===== src/rtl/calc_core_if.sv =====
// Key-event and display-side bus of the calculator core.
// The master drives the key events; the slave (calc_core) drives the display value and flags.
interface calc_core_if;
  logic        key_valid;
  logic [3:0]  key_code;
  logic [13:0] display_nr;
  logic        err;
  logic        busy;

  modport master (output key_valid, key_code, input display_nr, err, busy);
  modport slave  (input key_valid, key_code, output display_nr, err, busy);
endinterface


===== src/rtl/calc_core.sv =====
// calc_core: key-entry FSM with 1-cycle add/sub and iterative multiply/divide feeding the display stage.
// Define CALC_DIV_EN to include the divide operator (key 13) and the restoring divider.
module calc_core #(
  parameter int unsigned MAX_VAL     = 9999,
  parameter int unsigned ITER_CYCLES = 14
) (
  input  logic       clk,
  input  logic       reset,
  calc_core_if.slave bus
);
  localparam int unsigned W  = 14;
  localparam int unsigned SW = W + 1;
  localparam int unsigned PW = 2 * W;
  localparam int unsigned EW = 18;
  localparam int unsigned CW = $clog2(ITER_CYCLES + 1);

  typedef enum logic [2:0] {ENTRY_A, ENTRY_B, EXEC, RESULT, ERROR} state_e;
  typedef enum logic [1:0] {OP_ADD, OP_SUB, OP_MUL, OP_DIV} op_e;

  state_e        state_q, state_d;
  op_e           op_q, op_d, key_op_c;
  logic [W-1:0]  a_q, a_d, b_q, b_d, r_q, r_d;
  logic [W-1:0]  disp_q, disp_d, mplier_q, mplier_d;
  logic          be_q, be_d, err_q, busy_q;
  logic [CW-1:0] cnt_q, cnt_d;
  logic [PW-1:0] acc_q, acc_d, mcand_q, mcand_d, acc_step_c;
`ifdef CALC_DIV_EN
  logic [W-1:0]  rem_q, rem_d, quo_q, quo_d, quo_step_c;
  logic [SW-1:0] rem_sh_c, rem_step_c;
  logic          ge_c;
`endif
  logic          is_digit_c, is_op_c, is_eq_c, is_clr_c;
  logic [EW-1:0] a_ent_c, b_ent_c;
  logic [SW-1:0] sum_c;
  logic          exec_fail_c;
  logic [W-1:0]  exec_res_c;

  // Key decode and decimal-entry candidates
  always_comb begin
    is_digit_c = bus.key_valid && (bus.key_code <= 4'd9);
    is_eq_c    = bus.key_valid && (bus.key_code == 4'd14);
    is_clr_c   = bus.key_valid && (bus.key_code == 4'd15);
`ifdef CALC_DIV_EN
    is_op_c    = bus.key_valid && (bus.key_code >= 4'd10) && (bus.key_code <= 4'd13);
`else
    is_op_c    = bus.key_valid && (bus.key_code >= 4'd10) && (bus.key_code <= 4'd12);
`endif
    key_op_c   = op_e'(2'(bus.key_code - 4'd10));
    a_ent_c    = EW'(a_q) * EW'(10) + EW'(bus.key_code);
    b_ent_c    = EW'(b_q) * EW'(10) + EW'(bus.key_code);
  end

  // One iteration step of each unit, plus the end-of-EXEC result and error check
  always_comb begin
    acc_step_c = mplier_q[0] ? acc_q + mcand_q : acc_q;
    sum_c      = SW'(a_q) + SW'(b_q);
`ifdef CALC_DIV_EN
    rem_sh_c   = {rem_q, quo_q[W-1]};
    ge_c       = rem_sh_c >= SW'(b_q);
    rem_step_c = ge_c ? rem_sh_c - SW'(b_q) : rem_sh_c;
    quo_step_c = {quo_q[W-2:0], ge_c};
`endif
    exec_fail_c = 1'b0;
    exec_res_c  = '0;
    case (op_q)
      OP_ADD: begin exec_fail_c = sum_c > SW'(MAX_VAL);      exec_res_c = W'(sum_c);      end
      OP_SUB: begin exec_fail_c = a_q < b_q;                 exec_res_c = a_q - b_q;      end
      OP_MUL: begin exec_fail_c = acc_step_c > PW'(MAX_VAL); exec_res_c = W'(acc_step_c); end
`ifdef CALC_DIV_EN
      OP_DIV: begin exec_fail_c = (b_q == '0);               exec_res_c = quo_step_c;     end
`endif
      default: ;
    endcase
  end

  // Next-state, datapath and registered-output selection
  always_comb begin
    state_d  = state_q;
    op_d     = op_q;
    a_d      = a_q;
    b_d      = b_q;
    r_d      = r_q;
    be_d     = be_q;
    cnt_d    = cnt_q;
    acc_d    = acc_q;
    mcand_d  = mcand_q;
    mplier_d = mplier_q;
`ifdef CALC_DIV_EN
    rem_d    = rem_q;
    quo_d    = quo_q;
`endif
    if (is_clr_c) begin
      state_d = ENTRY_A;
      op_d    = OP_ADD;
      a_d     = '0;
      b_d     = '0;
      be_d    = 1'b0;
    end else begin
      case (state_q)
        ENTRY_A: begin
          if (is_digit_c) begin
            if (a_ent_c <= EW'(MAX_VAL)) a_d = W'(a_ent_c);
          end else if (is_op_c) begin
            op_d    = key_op_c;
            b_d     = '0;
            be_d    = 1'b0;
            state_d = ENTRY_B;
          end
        end
        ENTRY_B: begin
          if (is_digit_c) begin
            if (b_ent_c <= EW'(MAX_VAL)) b_d = W'(b_ent_c);
            be_d = 1'b1;
          end else if (is_op_c) begin
            if (!be_q) op_d = key_op_c;
          end else if (is_eq_c) begin
            state_d  = EXEC;
            b_d      = be_q ? b_q : '0;
            acc_d    = '0;
            mcand_d  = PW'(a_q);
            mplier_d = be_q ? b_q : '0;
`ifdef CALC_DIV_EN
            rem_d    = '0;
            quo_d    = a_q;
`endif
            cnt_d    = (op_q == OP_MUL || op_q == OP_DIV) ? CW'(ITER_CYCLES - 1) : '0;
          end
        end
        EXEC: begin
          // The last cycle folds its own iteration step into the result check
          if (cnt_q == '0) begin
            state_d = exec_fail_c ? ERROR : RESULT;
            r_d     = exec_fail_c ? r_q : exec_res_c;
          end else begin
            cnt_d    = cnt_q - CW'(1);
            acc_d    = acc_step_c;
            mcand_d  = mcand_q << 1;
            mplier_d = mplier_q >> 1;
`ifdef CALC_DIV_EN
            rem_d    = W'(rem_step_c);
            quo_d    = quo_step_c;
`endif
          end
        end
        RESULT: begin
          if (is_digit_c) begin
            a_d     = W'(bus.key_code);
            b_d     = '0;
            be_d    = 1'b0;
            state_d = ENTRY_A;
          end else if (is_op_c) begin
            a_d     = r_q;
            op_d    = key_op_c;
            b_d     = '0;
            be_d    = 1'b0;
            state_d = ENTRY_B;
          end
        end
        default: ;
      endcase
    end

    disp_d = disp_q;
    case (state_d)
      ENTRY_A: disp_d = a_d;
      ENTRY_B: disp_d = be_d ? b_d : a_d;
      RESULT:  disp_d = r_d;
      ERROR:   disp_d = '0;
      default: ;
    endcase
  end

  always_ff @(posedge clk or negedge reset) begin
    if (!reset) begin
      state_q  <= ENTRY_A;
      op_q     <= OP_ADD;
      a_q      <= '0;
      b_q      <= '0;
      r_q      <= '0;
      be_q     <= 1'b0;
      cnt_q    <= '0;
      acc_q    <= '0;
      mcand_q  <= '0;
      mplier_q <= '0;
`ifdef CALC_DIV_EN
      rem_q    <= '0;
      quo_q    <= '0;
`endif
      disp_q   <= '0;
      err_q    <= 1'b0;
      busy_q   <= 1'b0;
    end else begin
      state_q  <= state_d;
      op_q     <= op_d;
      a_q      <= a_d;
      b_q      <= b_d;
      r_q      <= r_d;
      be_q     <= be_d;
      cnt_q    <= cnt_d;
      acc_q    <= acc_d;
      mcand_q  <= mcand_d;
      mplier_q <= mplier_d;
`ifdef CALC_DIV_EN
      rem_q    <= rem_d;
      quo_q    <= quo_d;
`endif
      disp_q   <= disp_d;
      err_q    <= (state_d == ERROR);
      busy_q   <= (state_d == EXEC);
    end
  end

  assign bus.display_nr = disp_q;
  assign bus.err        = err_q;
  assign bus.busy       = busy_q;
endmodule


===== src/flat_wrapper.sv =====
// flat-port wrapper written by rule: the top's interface ports become plain ports
module calc_core_flat 
#(
  parameter int unsigned MAX_VAL     = 9999,
  parameter int unsigned ITER_CYCLES = 14
)
  (clk, reset, bus_key_valid, bus_key_code, bus_display_nr, bus_err, bus_busy);
  calc_core_if bus_i ();
  input  logic clk;
  input  logic reset;
  input wire logic [$bits(bus_i.key_valid)-1:0] bus_key_valid;
  input wire logic [$bits(bus_i.key_code)-1:0] bus_key_code;
  output wire logic [$bits(bus_i.display_nr)-1:0] bus_display_nr;
  output wire logic [$bits(bus_i.err)-1:0] bus_err;
  output wire logic [$bits(bus_i.busy)-1:0] bus_busy;
  assign bus_i.key_valid = bus_key_valid;
  assign bus_i.key_code = bus_key_code;
  assign bus_display_nr = bus_i.display_nr;
  assign bus_err = bus_i.err;
  assign bus_busy = bus_i.busy;
  calc_core #(.MAX_VAL(MAX_VAL), .ITER_CYCLES(ITER_CYCLES)) u_core (.clk(clk), .reset(reset), .bus(bus_i));
endmodule

===== config.mk =====
export PLATFORM = sky130hd
export DESIGN_NAME = calc_core_flat
export DESIGN_NICKNAME = d
export VERILOG_FILES = /design/src/rtl/calc_core_if.sv /design/src/rtl/calc_core.sv /design/src/flat_wrapper.sv
export SDC_FILE = /design/constraint.sdc
export NUM_CORES = 1
export LEC_CHECK = 0
export CORE_MARGIN = 2
export CORE_UTILIZATION = 30
export DETAILED_ROUTE_END_ITERATION = 6
export GPL_ROUTABILITY_DRIVEN = 1
export RECOVER_POWER = 50
export SYNTH_ARGS = -nofsm -noshare
export SYNTH_HDL_FRONTEND = slang
export SYNTH_SLANG_ARGS = --single-unit

===== constraint.sdc =====
create_clock -name clk -period 5.05 [get_ports clk]
set_clock_uncertainty 0.05 [all_clocks]
set_input_delay 1.01 -clock clk [delete_from_list [all_inputs] [get_ports clk]]
set_output_delay 1.01 -clock clk [all_outputs]
set_load 0.03 [all_outputs]

## Yosys cells after proc, flatten, opt, wreduce, memory -nomap -nowiden

Cells that the tools add are included.

- Output and inout bits: 16
- Flip-flop bits (word level): 138
- Logic and storage cells: 137
- Input bits: 7

- Equal/unequal tests: 21
- Bitwise gates (word level): 1
- Multiply operators: 2
- Reductions and logical operators: 16
- Mux-type cells: 69
- Add/subtract/negate cells: 7
- Order comparisons: 8

Operators by type and width:

| cell | number |
|---|---|
| two-way mux 14 bit | 23 |
| two-way mux 28 bit | 9 |
| one-hot mux 28 bit (2 select lines) | 2 |
| one-hot mux 14 bit (3 select lines) | 2 |
| one-hot mux 14 bit (2 select lines) | 2 |
| one-hot mux 14 bit (4 select lines) | 1 |
| adder 18 x 4 -> 18 bit | 2 |
| <= comparator 18 x 14 -> 1 bit, second input constant | 2 |
| multiplier 14 x 3 -> 17 bit, second input constant | 2 |
| adder 28 bit | 1 |
| greater-than comparator 28 x 14 -> 1 bit, second input constant | 1 |
| two-way mux 3 bit | 9 |
| two-way mux 4 bit | 5 |
| adder 14 x 14 -> 15 bit | 1 |
| greater-than comparator 15 x 14 -> 1 bit, second input constant | 1 |
| less-than comparator 14 bit | 1 |
| subtractor 14 bit | 1 |
| equality test 3 x 2 -> 1 bit, second input constant | 4 |
| two-way mux 2 bit | 6 |
| one-hot mux 3 bit (4 select lines) | 1 |
| AND reduction 6 bit | 2 |
| inequality test 3 bit, second input constant | 3 |
| equality test 4 bit, second input constant | 2 |
| <= comparator 4 bit, second input constant | 2 |
| 24 further kinds | 39 |

## Longest topological paths before layout

- Depth after elaboration: 10
- Depth in mapped cells: 20

## Worst setup path before layout

OpenSTA, ideal clock, no wires.

- Kind: reg-to-reg
- Start point: register u_core.a_q[1]
- End point: register u_core.disp_q[3], in the netlist u_core.bus.display_nr[3]
- Arrival: 4,294 ps
- Period minus slack after synthesis: 4,478 ps
- Slack: 572 ps
- Required time: 4,866 ps
- Cell stages (with the launch flop): 16
- Setup time: 134 ps
- Path through: dfrtp_1 > ha_1 > ha_1 > fa_1 > a211oi_1 > o21ai_1 > a221oi_2 > nand4_1 > xor2_1 > o41ai_4 > nand3b_4 > mux2i_1 > nor3_1 > or4b_1 > o211ai_1 > a221oi_1

- Longest elaborated chain between the ends: 9

Ends and longest elaborated chain:

| item | line | text |
|---|---|---|
| start, declared | calc_core.sv:22 | `logic [W-1:0] a_q, a_d, b_q, b_d, r_q, r_d;` |
| start signal, assigned | calc_core.sv:177 | `a_q <= '0;` |
| start signal, assigned | calc_core.sv:195 | `a_q <= a_d;` |
| multiplier 14 x 3 -> 17 bit or adder 14 x 14 -> 15 bit (tied branches) | calc_core.sv:49, calc_core.sv:56 |  |
| adder 18 x 4 -> 18 bit or greater-than comparator 15 x 14 -> 1 bit (tied branches) | calc_core.sv:49, calc_core.sv:66 |  |
| <= comparator 18 x 14 -> 1 bit or one-hot mux 1 bit (3 select lines) (tied branches) | calc_core.sv:102, calc_core.sv:65 |  |
| two-way mux 14 bit or two-way mux 3 bit (tied branches) | calc_core.sv:102, calc_core.sv:132 |  |
| two-way mux 14 bit or two-way mux 3 bit (tied branches) | calc_core.sv:101, calc_core.sv:131 |  |
| one-hot mux 14 bit (2 select lines) or one-hot mux 3 bit (4 select lines) (tied branches) | calc_core.sv:99 | `case (state_q)` |
| two-way mux 14 bit or two-way mux 3 bit (tied branches) | calc_core.sv:92 | `if (is_clr_c) begin` |
| two-way mux 14 bit (tied with other cells) | calc_core.sv:166 | `ENTRY_B: disp_d = be_d ? b_d : a_d;` |
| one-hot mux 14 bit (4 select lines) or nonzero test 4 bit (tied branches) | n/a |  |
| end signal, assigned | calc_core.sv:207 | `disp_q <= disp_d;` |
| end, declared | calc_core.sv:23 | `logic [W-1:0] disp_q, disp_d, mplier_q, mplier_d;` |

Parallel ways exist; a longest one is shown, timed or not.
A chain may end at the register's enable or synchronous reset.

==> impl_metrics.yaml <==
outcome:
  status: "finished, violations left"
  failed_checks: "capacitance limit, slew limit"
synth:
  synth_area_leaders: "dfrtp_1, ha_1, nand2_1"
  synthCells: 1605
  ys_ff_latch: 138
  synth_ff_type: "dfrtp_1"
  syn-cell-area_mm2: 0.0130
  yosys_warnings: 0
  async_reset_ff_frac: 1.00
  seq_area_frac_synth: 0.266
  syn_nets: 1729
  synthDistinctLibCells: 106
  synth_commonest_cells: "nand2_1, nor2_1, dfrtp_1"
  synth.largest_area_cell: "dfrtp_1"
  synth_most_common_cell: "nand2_1"
  synth_top_area_frac: 0.266
  avgSynthCellArea_um2: 8.08
  synth_edf_count: 0
die:
  dieWidth_um: 212
  initial_core_util: 0.302
  num_rows: 76
  die_h_um: 212
  coreArea_mm2: 0.0429
  dieArea_mm2: 0.0449
  ioPinCount: 23
layout:
  area_growth_pct: 14.6
  num-fill-cells: 4496
  final_area_mm2: 0.0149
  num_antenna_cells: 0
  multiInputGateArea_mm2: 0.00893
  regArea_mm2: 0.00345
  fin_nets: 1776
  drive_above_1_share: 0.107
global_route:
  first_global_vias: 12122
  antenna_found_initial: 0
  track_usage: 0.199
  grt_overflow: 0
  grt_pass1_wl_um: 69200
  grt_max_degree: 73
clock_tree:
  cts_buffers: 17
  clockBufferDepth: 2
  clock-sinks: 138
  cts_tree: "built"
  cts_max_level: 4
  hold_buffers: 0
  root_buffer: "clkbuf_16"
  clkTransAtPathRegs_ps: 70
  clk_latency_ps: 450
hold_path:
  hp-start: "u_core.mplier_q[13]"
  whs_path_depth: 2
  min_to: "u_core.mplier_q[13]"
  min_path_type: "register to register"
sta:
  setup_tns_ps: 0
  relSlewSlack: -1.31
  fin_crit_ps: 4780
  rsz0062_at_grt: "false"
  setup_viol: 0
  fmax_mhz: 209
  slew_violations: 72
  finalHoldViolCount: 0
  period_share: 0.946
  worstMarginPinSlew_ps: 3460
worst_setup_path:
  cp_common_cell: "buf_4"
  path_max_fanout: 12
  worstReg2RegStart: "u_core.b_q[5]"
  path_cells: "inv_1, ha_1, or2_1, a2111oi_0, a311oi_1, nor3b_1, nand3_1, a311o_1, a221o_1, nor3b_2, buf_4, a31oi_4, inv_4, nand2_2, inv_2, o21ai_1, buf_4, a32o_1"
  path_delay_family: "compound AO/OA/AOI/OAI gates"
  arrival_ps: 5060
  critPathBufInv: 5
  cpPeakStageDelay_ps: 530
  required_ps: 5330
  reg2reg_to: "u_core.acc_q[16]"
  endpoint_kind: "register"
  cpMaxStageDelayCell: "dfrtp_1"
  critical_path_class: "register to register"
  start_kind: "register"
  ff2ff_path_depth: 18
  reg2reg_slack_ps: 270
place:
  hpwl_um: 33900
  portBuffers: 22
  routabilityCongestion: 0.952
  postPlaceCellArea_mm2: 0.0143
run:
  drv_cap: 1
routing:
  route.vias.total: 12689
  drcViolationCount: 0
  wl_per_cell_um: 19.6
  antenna_left: 0
  drtIter0Drc: 1250
  viasPerCell: 5.64
  wl_um: 44100
  firstDrtPassIters: 7
power_and_ir_drop:
  p_per_area_mw_per_mm2: 666
  p_leak_nw: 6.52
  power_mw: 9.89
  peakVddDrop_uv: 411
==> metrics by stage <==
step	worst slack, ps	hold slack [ps]	std cells	util
final	275	443	2249	0.346
after global routing	2.29	468	2249	0.346
after CTS	259	446	2249	0.346
after detailed placement	110	431	2218	0.333
after global placement	174	415	2218	0.333
after floorplan	572	400	1605	-
==> worst max path at each step <==
stage | endpoint | slack [ps] | startpoint | cells after the start
final | u_core.acc_q[16] | 270 | u_core.b_q[5] | 18
after global placement | u_core.bus.display_nr[3] | 170 | bus_key_code[1] | 17
after global routing | u_core.acc_q[16] | 2 | u_core.acc_q[12] | 17
after floorplan | u_core.bus.display_nr[3] | 570 | u_core.a_q[1] | 15
after CTS | u_core.acc_q[16] | 260 | u_core.mcand_q[0] | 19
after detailed placement | u_core.bus.display_nr[3] | 110 | bus_key_code[1] | 17
==> worst reg2reg max path: stages, from the launching register on <==
cell and delay (ps):
dfrtp_1 530, inv_1 130, ha_1 440, or2_1 310, a2111oi_0 450, a311oi_1 130
nor3b_1 250, nand3_1 120, a311o_1 360, a221o_1 340, nor3b_2 160, buf_4 160
a31oi_4 140, inv_4 160, nand2_2 180, inv_2 150, o21ai_1 120, buf_4 250
a32o_1 220
==> report_power, final <==
part	internal [mW]	leakage (nW)	switching (mW)	total (mW)
clock	0.729	0.271	0.555	1.28
sequential	1.47	1.82	0.435	1.91
combinational	2.54	4.42	4.16	6.70
==> metal layers <==
| layer | track usage | vias to the layer above | routed length (um) |
|---|---|---|---|
| met2 | 0.320 | 395 | 20000 |
| met1 | 0.275 | 6181 | 20500 |
| met5 | 0 | - | 0 |
| li1 | - | 6061 | - |
| met3 | 0.0326 | 52 | 2710 |
| met4 | 0.0520 | 0 | 891 |
==> placed cells by master, fill, tap and decap left out, types with 7 or more instances in the layout <==
master	netlist	final
a22oi_1	24	24
nor2b_1	15	15
a31oi_1	40	40
xnor2_1	35	35
nor3_1	41	41
ha_1	110	110
nand2_1	181	181
o21ai_0	73	73
nor2_1	150	149
xor2_1	25	25
nand2b_1	22	22
and3_1	10	10
nand4_1	18	18
nand3_1	49	49
a211o_1	10	10
fa_1	7	7
o21bai_1	7	7
clkdlybuf4s50_1	0	14
o21a_1	23	23
o21ai_1	8	8
or3_1	18	18
dlygate4sd3_1	0	7
and2_1	18	17
nor4_1	11	11
clkbuf_16	0	17
a21o_1	27	27
mux2_2	16	16
o31ai_1	25	25
o22ai_1	24	24
a221oi_1	8	8
buf_4	1	85
inv_1	63	63
a211oi_1	27	27
a21oi_1	112	112
dfrtp_1	138	138
o211ai_1	23	23
a32o_1	8	8
or2_2	8	8
mux2i_1	22	22
==> registers in the layout (all words and copies together), names as in the netlist <==
signal,flops
u_core.r_q,14
u_core.b_q,14
u_core.bus.err,1
u_core.cnt_q,4
u_core.mcand_q,28
u_core.bus.display_nr,14
u_core.a_q,14
u_core.state_q,3
u_core.bus.busy,1
u_core.mplier_q,14
u_core.op_q,2
u_core.acc_q,28
u_core.be_q,1
==> kinds of logic (layout without fill, tap and decap cells) <==
logic type	count (synthesis)	count (layout)	synth area share
flops	138	138	0.266
mux	39	39	0.0318
buf+inv	147	206	0.0456
xor+xnor	60	60	0.0405
simple gates	583	583	0.220
compound gates	521	521	0.279
fa+ha+maj	117	117	0.117
==> cell type report <==
| type | count | share of cell area |
|---|---|---|
| inverter | 65 | 0.0166 |
| timing repair buffer | 110 | 0.0617 |
| tap | 585 | 0.0493 |
| multi-input combinational | 1320 | 0.601 |
| sequential | 138 | 0.232 |
| clock buffer | 18 | 0.0289 |
| clock inverter | 13 | 0.00985 |
==> repair_timing <==
item,4_1_cts,5_1_grt
gates resized for setup,0,1
endpoints found under the hold margin,0,0
buffers inserted,0,0
endpoints found under the setup margin,0,8
Power figures use the tool's default switching activity.
==> patch: new RTL, same flow settings <==
Make the reset (`reset`) synchronous in one clocked block.
--- a/src/rtl/calc_core.sv
+++ b/src/rtl/calc_core.sv
@@ -171,5 +171,5 @@
   end
 
-  always_ff @(posedge clk or negedge reset) begin
+  always_ff @(posedge clk) begin
     if (!reset) begin
       state_q  <= ENTRY_A;
Formal check against the unedited RTL: differs if reset is asserted again (counterexample within 4 cycles, from zero or initial values and one cycle with reset low); with reset held inactive, the same outputs for 4 cycles.
==> patch against the original RTL <==
- sequential share of layout area is 4.3 points lower
- final cell count fell by 0.27%
- cell area decreased by 1.6%
- the flow finishes with violations (DRC)
- synthesized area shrank 3.3%
- via count is 3.1% higher
- global-route usage fell by 0.21 points
- maximum frequency increased by 0.36%
- routed wire length down 1.2%
- sequential cell count is the same
- count of clock-buffer cells in the layout decreased by 1
- synthesized cell count rose by 1.4%
- setup slack better by 0.017 ns
Power is not compared: it rests on default switching activity, and its combinational part moved more than twofold at a synthesized area within 25%.
==> patch: results <==
layout:
  multi_input_area_share: 0.6315
  diodes: 0
  final-nonclk-buf-share: 0.07549
  inv_count: 58
  fillers: 4260
  clock_area_frac: 0.04357
  drive_above_1_share: 0.1186
  final_area_sq_um: 14620
  n_sequential_cell: 138
  multi_input_gates: 1346
  nNonClkBuffers: 137
  reg_top3: "u_core.acc_q: 28 flops, u_core.mcand_q: 28 flops"
  seq_area_sq_um: 2763
global_routing:
  grt_pass1_wl_microns: 68330
  grt_start_max_net_pins: 59
  grt_pass1_vias: 12470
  grt_usage: 0.1967
  antenna_found_initial: 0
detailed_routing:
  vias: 13080
  routed_wl_microns: 43570
  via_per_inst: 5.832
  dr.pass1.iters: 7
  remaining_drc_errors: 12
  drtIter0Drc: 1201
yosys:
  syn_nets: 1752
  synth-main-ff-cell: "dfxtp_1"
  async_flop_share: 0
  ys_top_cells_by_count: "nor2_1 (226), dfxtp_1 (138), nand2_1 (138)"
  synth.area.mux_share: 0.02306
  synth.area.top_cells: "dfxtp_1 (22%), ha_1 (11%), nor2_1 (6.8%), a21oi_1 (4.2%), nand2_1 (4.1%)"
  synth-adder-area-share: 0.1210
  yosys.cell_types.count: 102
  synth_cells: 1628
  synth_xor_area_frac: 0.04053
  synth_compound_area_frac: 0.3070
  ys_seq_area_frac: 0.2204
placed_design:
  finalWeightedCongestion: 0.9692
  placed_area_sq_um: 13970
  dpl.cell_count: 2211
  post-place-ws_ns: -0.08354
  dp_hpwl_microns: 33910
setup_path:
  worstPathMaxFanout: 8
  worst_path_max_delay_cell: "a31oi_1"
  slowest_delay_ns: 0.50
  crit_arrival_ns: 5.03
clock_network:
  cts_buffers: 17
  clockRootBuffer: "clkbuf_16"
  path_clk_slew_ns: 0.06
  clock_path_buffers: 2
  clkLatencyLatePin_ns: 0.43
run_status:
  violations: "DRC"
  run_status: "complete, but fails checks"
power:
  ir_worst_vdd_uv: 243.7
sta:
  tightest_slew_ns: 1.459
## patch: cell count changes after synthesis, moves of 14 or more
| cell | delta |
|---|---|
| o31ai_1 | -14 |
| nor2_1 | +76 |
| dfrtp_1 | -138 |
| dfxtp_1 | +138 |
| a31oi_1 | -24 |
| nand2_1 | -43 |
| a311oi_1 | +27 |
## patch: power groups by stage
stage	combinational [W]	sequential, W	clock [W]
finish	0.00155	0.00121	0.00138
global route	0.00169	0.00121	0.00145
CTS	0.00154	0.00121	0.00140
detailed placement	0.00153	0.00123	0
global placement	0.00152	0.00123	0
floorplan	0.000984	0.00128	0
## patch: logic make-up (layout without fill, tap and decap cells)
| group | count (synthesis) | after routing |
|---|---|---|
| AND/OR/NAND/NOR | 623 | 623 |
| AO/OA/AOI/OAI | 520 | 520 |
| buffers and inverters | 144 | 227 |
| flip-flops | 138 | 138 |
| adder cells (fa/ha/maj) | 117 | 117 |
| XOR/XNOR | 58 | 58 |
| multiplexers | 28 | 28 |
## patch: repair_timing
item | CTS | global route
gates resized for setup | 0 | 6
endpoints found under the hold margin | 0 | 0
setup endpoints to repair | 0 | 13
setup buffers | 0 | 0
## patch: routing by layer
layer | track usage | routed length (microns)
met5 | 0 | 0
met4 | 0.06673 | 1320
met3 | 0.02913 | 2631
met2 | 0.3221 | 19930
met1 | 0.2636 | 19680
## patch: worst paths after layout
path	start	end	slack (ns)	cells past startpoint
setup / recovery	u_core.mcand_q[0]	u_core.bus.display_nr[11]	0.29	17
hold / removal	u_core.mplier_q[13]	u_core.mplier_q[13]	0.41	2
setup reg to reg	u_core.mcand_q[0]	u_core.bus.display_nr[11]	0.29	17
hold reg to reg	u_core.mplier_q[13]	u_core.mplier_q[13]	0.41	2
